$ cat src/rtl/rd_fifo_fill_ctrl.sv
// rtl/rd_fifo_fill_ctrl.sv - read-path FIFO fill controller
// Issues burst/tail reads per line so the video read FIFO never overflows.
module rd_fifo_fill_ctrl #(
   parameter int unsigned DEPTH     = 512,
   parameter int unsigned BURST_LEN = 64,
   parameter int unsigned LSIZE     = 9,
   parameter int unsigned LW        = 16,
   parameter logic [23:0] TIMEOUT   = 24'hFFF000
) (
   input  logic             clock,
   input  logic             rst_n,
   input  logic             enable,
   input  logic             frame_start,
   input  logic [LW-1:0]    line_len,
   input  logic [LW-1:0]    frame_lines,
   input  logic [9:0]       count,
   output logic             burst_req,
   output logic             tail_req,
   output logic [LSIZE-1:0] req_len,
   input  logic             resp,
   input  logic             done,
   output logic             burst_done,
   output logic             tail_done,
   output logic             line_end,
   output logic             frame_end,
   output logic             busy,
   output logic             timeout_err
);

   typedef enum logic [3:0] {
      IDLE, ARM, CHECK, BREQ, BWAIT, TREQ, TWAIT, FSH, NEXTL, TERR
   } state_t;

   localparam logic [23:0] TMAX = TIMEOUT - 24'd1;

   state_t            state, nstate;
   logic [LW-1:0]     rem_words, rem_lines;
   logic [LW-1:0]     line_len_r, frame_lines_r;
   logic [23:0]       tcnt;
   logic              go, frame_pend;
   logic              full_burst, tmo, in_xfer;
   logic [LSIZE-1:0]  nxt;
   logic [31:0]       space;

   assign full_burst = 32'(rem_words) >= BURST_LEN;
   assign nxt        = full_burst ? LSIZE'(BURST_LEN) : LSIZE'(rem_words);
   assign space      = (32'(count) >= DEPTH) ? 32'd0 : DEPTH - 32'(count);
   assign tmo        = (tcnt == TMAX);
   assign in_xfer    = (state == BREQ) || (state == TREQ) ||
                       (state == BWAIT) || (state == TWAIT);

   always_comb begin
      nstate = state;
      unique case (state)
         IDLE:  if (enable && (frame_start || frame_pend)) nstate = ARM;
         ARM:   nstate = CHECK;
         CHECK: begin
            if (frame_start || frame_pend) nstate = ARM;
            else if (!enable)              nstate = IDLE;
            else if (go)                   nstate = full_burst ? BREQ : TREQ;
         end
         BREQ:  if (resp) nstate = BWAIT; else if (tmo) nstate = TERR;
         TREQ:  if (resp) nstate = TWAIT; else if (tmo) nstate = TERR;
         BWAIT: if (done) nstate = FSH;   else if (tmo) nstate = TERR;
         TWAIT: if (done) nstate = FSH;   else if (tmo) nstate = TERR;
         FSH: begin
            if (frame_pend)          nstate = IDLE;
            else if (rem_words != 0) nstate = CHECK;
            else                     nstate = NEXTL;
         end
         NEXTL: nstate = (frame_pend || rem_lines == 0) ? IDLE : CHECK;
         TERR:  nstate = IDLE;
         default: nstate = IDLE;
      endcase
   end

   always_ff @(posedge clock) begin
      if (!rst_n) begin
         state         <= IDLE;
         burst_req     <= 1'b0;
         tail_req      <= 1'b0;
         req_len       <= '0;
         burst_done    <= 1'b0;
         tail_done     <= 1'b0;
         line_end      <= 1'b0;
         frame_end     <= 1'b0;
         busy          <= 1'b0;
         timeout_err   <= 1'b0;
         rem_words     <= '0;
         rem_lines     <= '0;
         line_len_r    <= '0;
         frame_lines_r <= '0;
         tcnt          <= '0;
         go            <= 1'b0;
         frame_pend    <= 1'b0;
      end else begin
         state       <= nstate;
         burst_req   <= (nstate == BREQ);
         tail_req    <= (nstate == TREQ);
         burst_done  <= (state == BWAIT) && (nstate == FSH);
         tail_done   <= (state == TWAIT) && (nstate == FSH);
         line_end    <= (nstate == NEXTL);
         frame_end   <= (nstate == NEXTL) && (rem_lines == LW'(1));
         busy        <= (nstate != IDLE);
         timeout_err <= (nstate == TERR);

         // go only matters in CHECK; forcing it low elsewhere keeps a stale
         // decision from a previous line length out of the first CHECK cycle.
         go   <= (state == CHECK) && enable && (space >= 32'(nxt));
         tcnt <= in_xfer ? tcnt + 24'd1 : 24'd0;

         if (frame_start) begin
            line_len_r    <= line_len;
            frame_lines_r <= frame_lines;
         end
         if (nstate == ARM)    frame_pend <= 1'b0;
         else if (frame_start) frame_pend <= 1'b1;

         if (state == CHECK && (nstate == BREQ || nstate == TREQ))
            req_len <= nxt;

         case (state)
            ARM: begin
               rem_words <= line_len_r;
               rem_lines <= frame_lines_r;
            end
            BWAIT, TWAIT: if (nstate == FSH) rem_words <= rem_words - LW'(req_len);
            NEXTL: rem_words <= line_len_r;
            TERR: begin
               rem_words <= '0;
               rem_lines <= '0;
            end
            default: ;
         endcase
         if (nstate == NEXTL) rem_lines <= rem_lines - LW'(1);
      end
   end

endmodule

$ cat config.mk
export PLATFORM = sky130hd
export DESIGN_NAME = rd_fifo_fill_ctrl
export DESIGN_NICKNAME = d
export VERILOG_FILES = /design/src/rtl/rd_fifo_fill_ctrl.sv
export SDC_FILE = /design/constraint.sdc
export NUM_CORES = 1
export LEC_CHECK = 0
export CORE_MARGIN = 1.5
export CORE_UTILIZATION = 55
export DETAILED_ROUTE_END_ITERATION = 8
export GPL_TIMING_DRIVEN = 0
export PLACE_DENSITY_LB_ADDON = 0.2
export SLEW_MARGIN = 0
export SYNTH_ARGS = -nofsm -noshare
export SYNTH_HDL_FRONTEND = slang
export SYNTH_SLANG_ARGS = --single-unit
$ cat constraint.sdc
create_clock -name clock -period 6.62 [get_ports clock]
set_input_delay 1.324 -clock clock [delete_from_list [all_inputs] [get_ports clock]]
set_output_delay 1.324 -clock clock [all_outputs]
set_load 0.02 [all_outputs]
Word-level counts from Yosys, hierarchy flattened --
Index checks and enable logic that the tools add are counted. W data, S select, Z words.
Storage, ports and cells: flip-flop bits (word level) 111, input port bits 48, output and inout bits 17, logic and storage cells 86
Cells by class: $add $sub $neg 4, magnitude comparators 3, equality and inequality tests 18, mux-type cells 19, bitwise logic cells 1, reduce and logical (&&, ||, !) cells 24
Operators by type and width (count):
- $pmux W16 S3 | 1
- $mux W4 | 10
- $ge A32 B9 Y1 | 1
- $mux W16 | 2
- $mux W32 | 1
- $pmux W16 S2 | 1
- $pmux W4 S8 | 1
- $add A24 B1 Y24 const B | 1
- $eq A24 B24 Y1 const B | 1
- $eq A4 B3 Y1 const B | 6
- $eq A16 B1 Y1 const B | 1
- $eq A4 B4 Y1 const B | 4
- $ge A16 B7 Y1 const B | 1
- $logic_not A16 Y1 | 1
- $reduce_bool A16 Y1 | 1
- $sub A16 B1 Y16 const B | 1
- $sub A16 B9 Y16 | 1
- $eq A4 B2 Y1 const B | 3
- $sub A10 B10 Y11 const A | 1
- $ge A10 B10 Y1 const B | 1
- $mux W9 | 1
- $eq A4 B1 Y1 const B | 2
- $logic_and A1 B1 Y1 | 7
- $logic_or A1 B1 Y1 | 6
- other kinds (9) | 13

Longest topological paths before layout --
depth in word-level cells 9, depth in mapped cells 13, mapped depth without buffers 13

Least setup slack after synthesis --
OpenSTA, ideal clock, no wires.
kind input to register, start point input count[4], end point register go, setup time 0.122 ns, data arrival time 3.650 ns, data required time 6.498 ns, setup slack 2.847 ns, stages 13, buffers on the path 0, path through nor4_1 nand2_1 nor4_1 a21boi_1 nand2b_1 ha_1 nand2b_1 a21o_1 a21o_1 a211oi_1 o21ai_0 o211ai_1 a21oi_1
Between the ends: cells in the longest elaborated chain, start to end 4, elaborated cells on any way between the ends 5, classes of those cells 1 x add/sub; 2 x order compare; 1 x mux; 1 x reduce/logical
Ends and longest elaborated chain:
- from (decl) | RTL line 16 | input logic [9:0] count,
- $sub A10 B10 Y11 or $ge A10 B10 Y1 (tied branches) | RTL line 47 | assign space = (32'(count) >= DEPTH) ? 32'd0 : DEPTH - 32'(count);
- $mux W32 * | RTL line 47
- $ge A32 B9 Y1 * | RTL line 109 | go <= (state == CHECK) && enable && (space >= 32'(nxt));
- $logic_and A1 B1 Y1 * | RTL line 109
- to (signal assigned) | RTL line 109
- to (decl) | RTL line 40 | logic go, frame_pend;
Mark *: on every way between the ends. The rest lies on a longest branch, timed or not. A chain may end at the register's enable or synchronous reset.

Worst setup path after layout --
Ends and elaborated chain as after synthesis.

==> metrics.md <==
| Metric | Value |
|---|---|
| Detail Route Antenna Nets | `0` |
| Total DRC errors in the routed layout | `0` |
| Hold Crit Class | `reg2reg` |
| WP data arrival | `4.55 ns` |
| Pint | `roughly 0.00098 W` |
| EDFF count, synth | `0` |
| N_diodes | `0` |
| Synth async-reset ratio | `0%` |
| Seq/Total Area, Yosys | `around 38%` |
| Register area | `about 0.0022 mm^2` |
| Max-cap viol count | `0` |
| Fill count | `between 800 and 900` |
| Final min period | `approximately 4.3 ns` |
| Post-synth top area cell | `dfxtp_1` |
| Worst skew pair latency | `roughly 0.39 ns` |
| Leak | `2.84 nW` |
| Combinational Power Share | `22.0%` |
| Switch share | `about 31%` |
| Worst-Margin Slew | `about 0.85 ns` |
| Pwr dens | `208 mW/mm^2` |
| Outcome | `completed` |
| Total wire length | `around 15000 um` |
| RSZ-0062 raised after global routing | `no` |
| Via count | `5244` |
| Final period util | `roughly 65%` |
| Initial core utilization | `between 50% and 60%` |
| RePlAce Congestion | `0.939` |
| Net Sw Power | `between 0.0004 and 0.0005 W` |
| Antenna violations before repair | `0` |
| Die width | `106 um` |
| Die Height | `between 100 and 150 um` |
| I/O Pins | `65` |
| Top-area cell type share of the netlist area | `between 30 and 40%` |
| Vias per Instance | `around 5.8` |
| Post-Syn Area | `0.00586 mm^2` |
| Final #Nets | `830` |
| Inserted Clock Buffers | `9` |
| Area of the multi-input gates | `~0.0034 mm^2` |
| Layout area overhead | `16.8%` |
| Die area | `between 0.01 and 0.015 mm^2` |
| Clock power frac | `approximately 27%` |
| Number of global-route vias before repair | `5010` |
| Post-Syn Instances | `slightly below 700` |
| Post-CTS Setup Bufs | `0` |
| Max Root-Sink Buffers | `2` |
| Setup-failing EPs final | `0` |
| Synth cell count leaders | `nor2_1 (121), dfxtp_1 (111), nand2_1 (49)` |
| Clock slew at reported path FFs | `0.11 ns` |
| Max VDD drop | `roughly 0.11 mV` |
| Core Box Area | `between 0.01 and 0.015 mm^2` |
| Hold WS | `between 0.4 and 0.5 ns` |
| CTS Root Buffer Type | `clkbuf_8` |
| Critical Path Source Type | `input port` |
| Reg power frac | `roughly half` |
| Kind of critical path | `in2reg` |
| Count leader, synth | `nor2_1` |
| First-pass GRT wire length | `around 24000 um` |
| CTS sink cnt | `between 100 and 150` |
| # port buffers | `between 60 and 70` |
| CTS tree | `built` |
| Post-CTS sizing | `0` |
| Gr ovfl total | `0` |
| Hold buffer count at cts | `0` |
| Achievable Freq | `approximately 230 MHz` |
| Top post-synthesis cells by area | `dfxtp_1 (38%), nor2_1 (7.8%), mux2i_1 (5.6%)` |
| Worst setup EP type | `flip-flop` |
| Max-slew violations | `0` |
| Final hold vios | `0` |
| Gr usage total | `a little over a quarter` |
| Setup TNS | `0 ns` |
| First-pass iteration count of the detailed router | `5` |
| Flops & latches, synth | `roughly 110` |
| Synth Flop Type | `dfxtp_1` |
| Relative slew slack | `42.6%` |
| Initial detailed-routing violation count | `about 390` |
| Routed wire length per instance | `approximately 16 um` |
| Avg Cell Area, Syn | `between 8 and 9 um^2` |
| Clock skew | `0.00837 ns` |
| Share of layout cells above drive strength 1 | `6.02%` |
| YS warnings | `0` |
| Cell variety after synth | `74` |
| R2R Setup Slk | `between 3 and 4 ns` |
| Worst EP required | `slightly below 7 ns` |
| H-tree levels | `3` |
| Critical Path Fanout Max | `7` |
| DP HPWL | `11100 um` |
| Largest net degree at the start of global routing | `20` |
| Num rows | `37` |
[stage by stage]
step / utilization (%) / setup slack, ns / cells / cell area, um^2 / total power [W]
finish: 66.3 / 2.35 / 900 / 6840 / 0.00142
detailed placement: 64.5 / 1.99 / 884 / 6660 / 0.00105
CTS: 66.3 / 2.39 / 900 / 6840 / 0.00142
global route: 66.3 / 2.07 / 900 / 6840 / 0.00149
global placement: 64.5 / 2.07 / 884 / 6660 / 0.00103
floorplan: - / 2.85 / 685 / 5860 / 0.000953
[worst max-delay path, stage by stage]
cell and delay, ns:
clkdlybuf4s50_1 0.46, nor4_1 0.56, nand2_1 0.14, nor4_1 0.33, a21boi_1 0.25, nand2b_1 0.21
ha_1 0.27, nand2b_1 0.14, a21o_1 0.17, a21o_1 0.17, a211oi_1 0.21, o21ai_0 0.12
o211ai_1 0.09, a21oi_1 0.08
[final cells by class]
cell class	instances	area share [%]
Clock buffer	9	1.81
Inverter	24	1.32
Sequential cell	111	32.5
Buffer	31	2.19
Tap cell	136	2.49
Timing Repair Buffer	63	9.22
Clock inverter	7	0.805
Multi-Input combinational cell	519	49.7
[flip-flops by register name, indices dropped and copies added, names as in the netlist]
name / count
frame_lines_r: 16
go: 1
timeout_err: 1
rem_words: 16
line_len_r: 16
tail_done: 1
tcnt: 24
burst_done: 1
tail_req: 1
burst_req: 1
frame_pend: 1
state: 4
req_len: 9
frame_end: 1
rem_lines: 16
line_end: 1
busy: 1
[power groups by stage]
| stage | logic (W) | clock network (W) | registers, W |
|---|---|---|---|
| after floorplan | 0.000223 | 0 | 0.000729 |
| after global placement | 0.000299 | 0 | 0.000735 |
| after detailed placement | 0.000309 | 0 | 0.000736 |
| after CTS | 0.000311 | 0.000392 | 0.000721 |
| after global routing | 0.000344 | 0.000421 | 0.000726 |
| final | 0.000313 | 0.000385 | 0.000722 |
[layout by cell type, fill, tap and decap left out, types with 8 or more instances in the layout]
master / count
nor2_1: 121
dfxtp_1: 111
clkdlybuf4s50_1: 63
nand2_1: 49
mux2i_1: 33
inv_1: 23
xnor2_1: 23
nand3_1: 23
xor2_1: 22
clkbuf_1: 22
ha_1: 22
o21ai_0: 20
nor3_1: 18
a21oi_1: 18
o211a_1: 16
o22ai_1: 15
and3_1: 9
clkbuf_8: 9
a211oi_1: 8
a21o_1: 8
or3_1: 8
[logic make-up (layout without fill, tap and decap cells)]
family                   after synthesis  after routing  share of synthesized area (%)
AND/OR/NAND/NOR                      282            282                           24.1
AO/OA/AOI/OAI                        134            134                           16.4
flip-flops                           111            111                           37.9
buffers and inverters                 55            134                           4.10
XOR/XNOR                              45             45                           6.73
multiplexers                          33             33                           5.64
adder cells (fa/ha/maj)               23             23                           5.04
other                                  1              2                         0.0640
[routing by layer]
layer / wire length (um) / track usage, % / part of all wire [%] / up-vias
met5: 0 / 0 / 0 / -
met4: 372 / 10.7 / 2.5 / 0
met3: 722 / 3.74 / 4.9 / 28
met2: 6930 / 43.5 / 47 / 162
met1: 6630 / 34.6 / 45 / 2485
li1: - / - / - / 2569
[worst paths after layout]
check	startpoint	end	depth (start not counted)
worst min-delay path	req_len[8]	req_len[8]	2
worst max register to register	req_len[1]	rem_words[11]	9
worst min register to register	req_len[8]	req_len[8]	2
worst max-delay path	count[4]	go	14
Note: power is estimated with default switching activity, not from simulation.
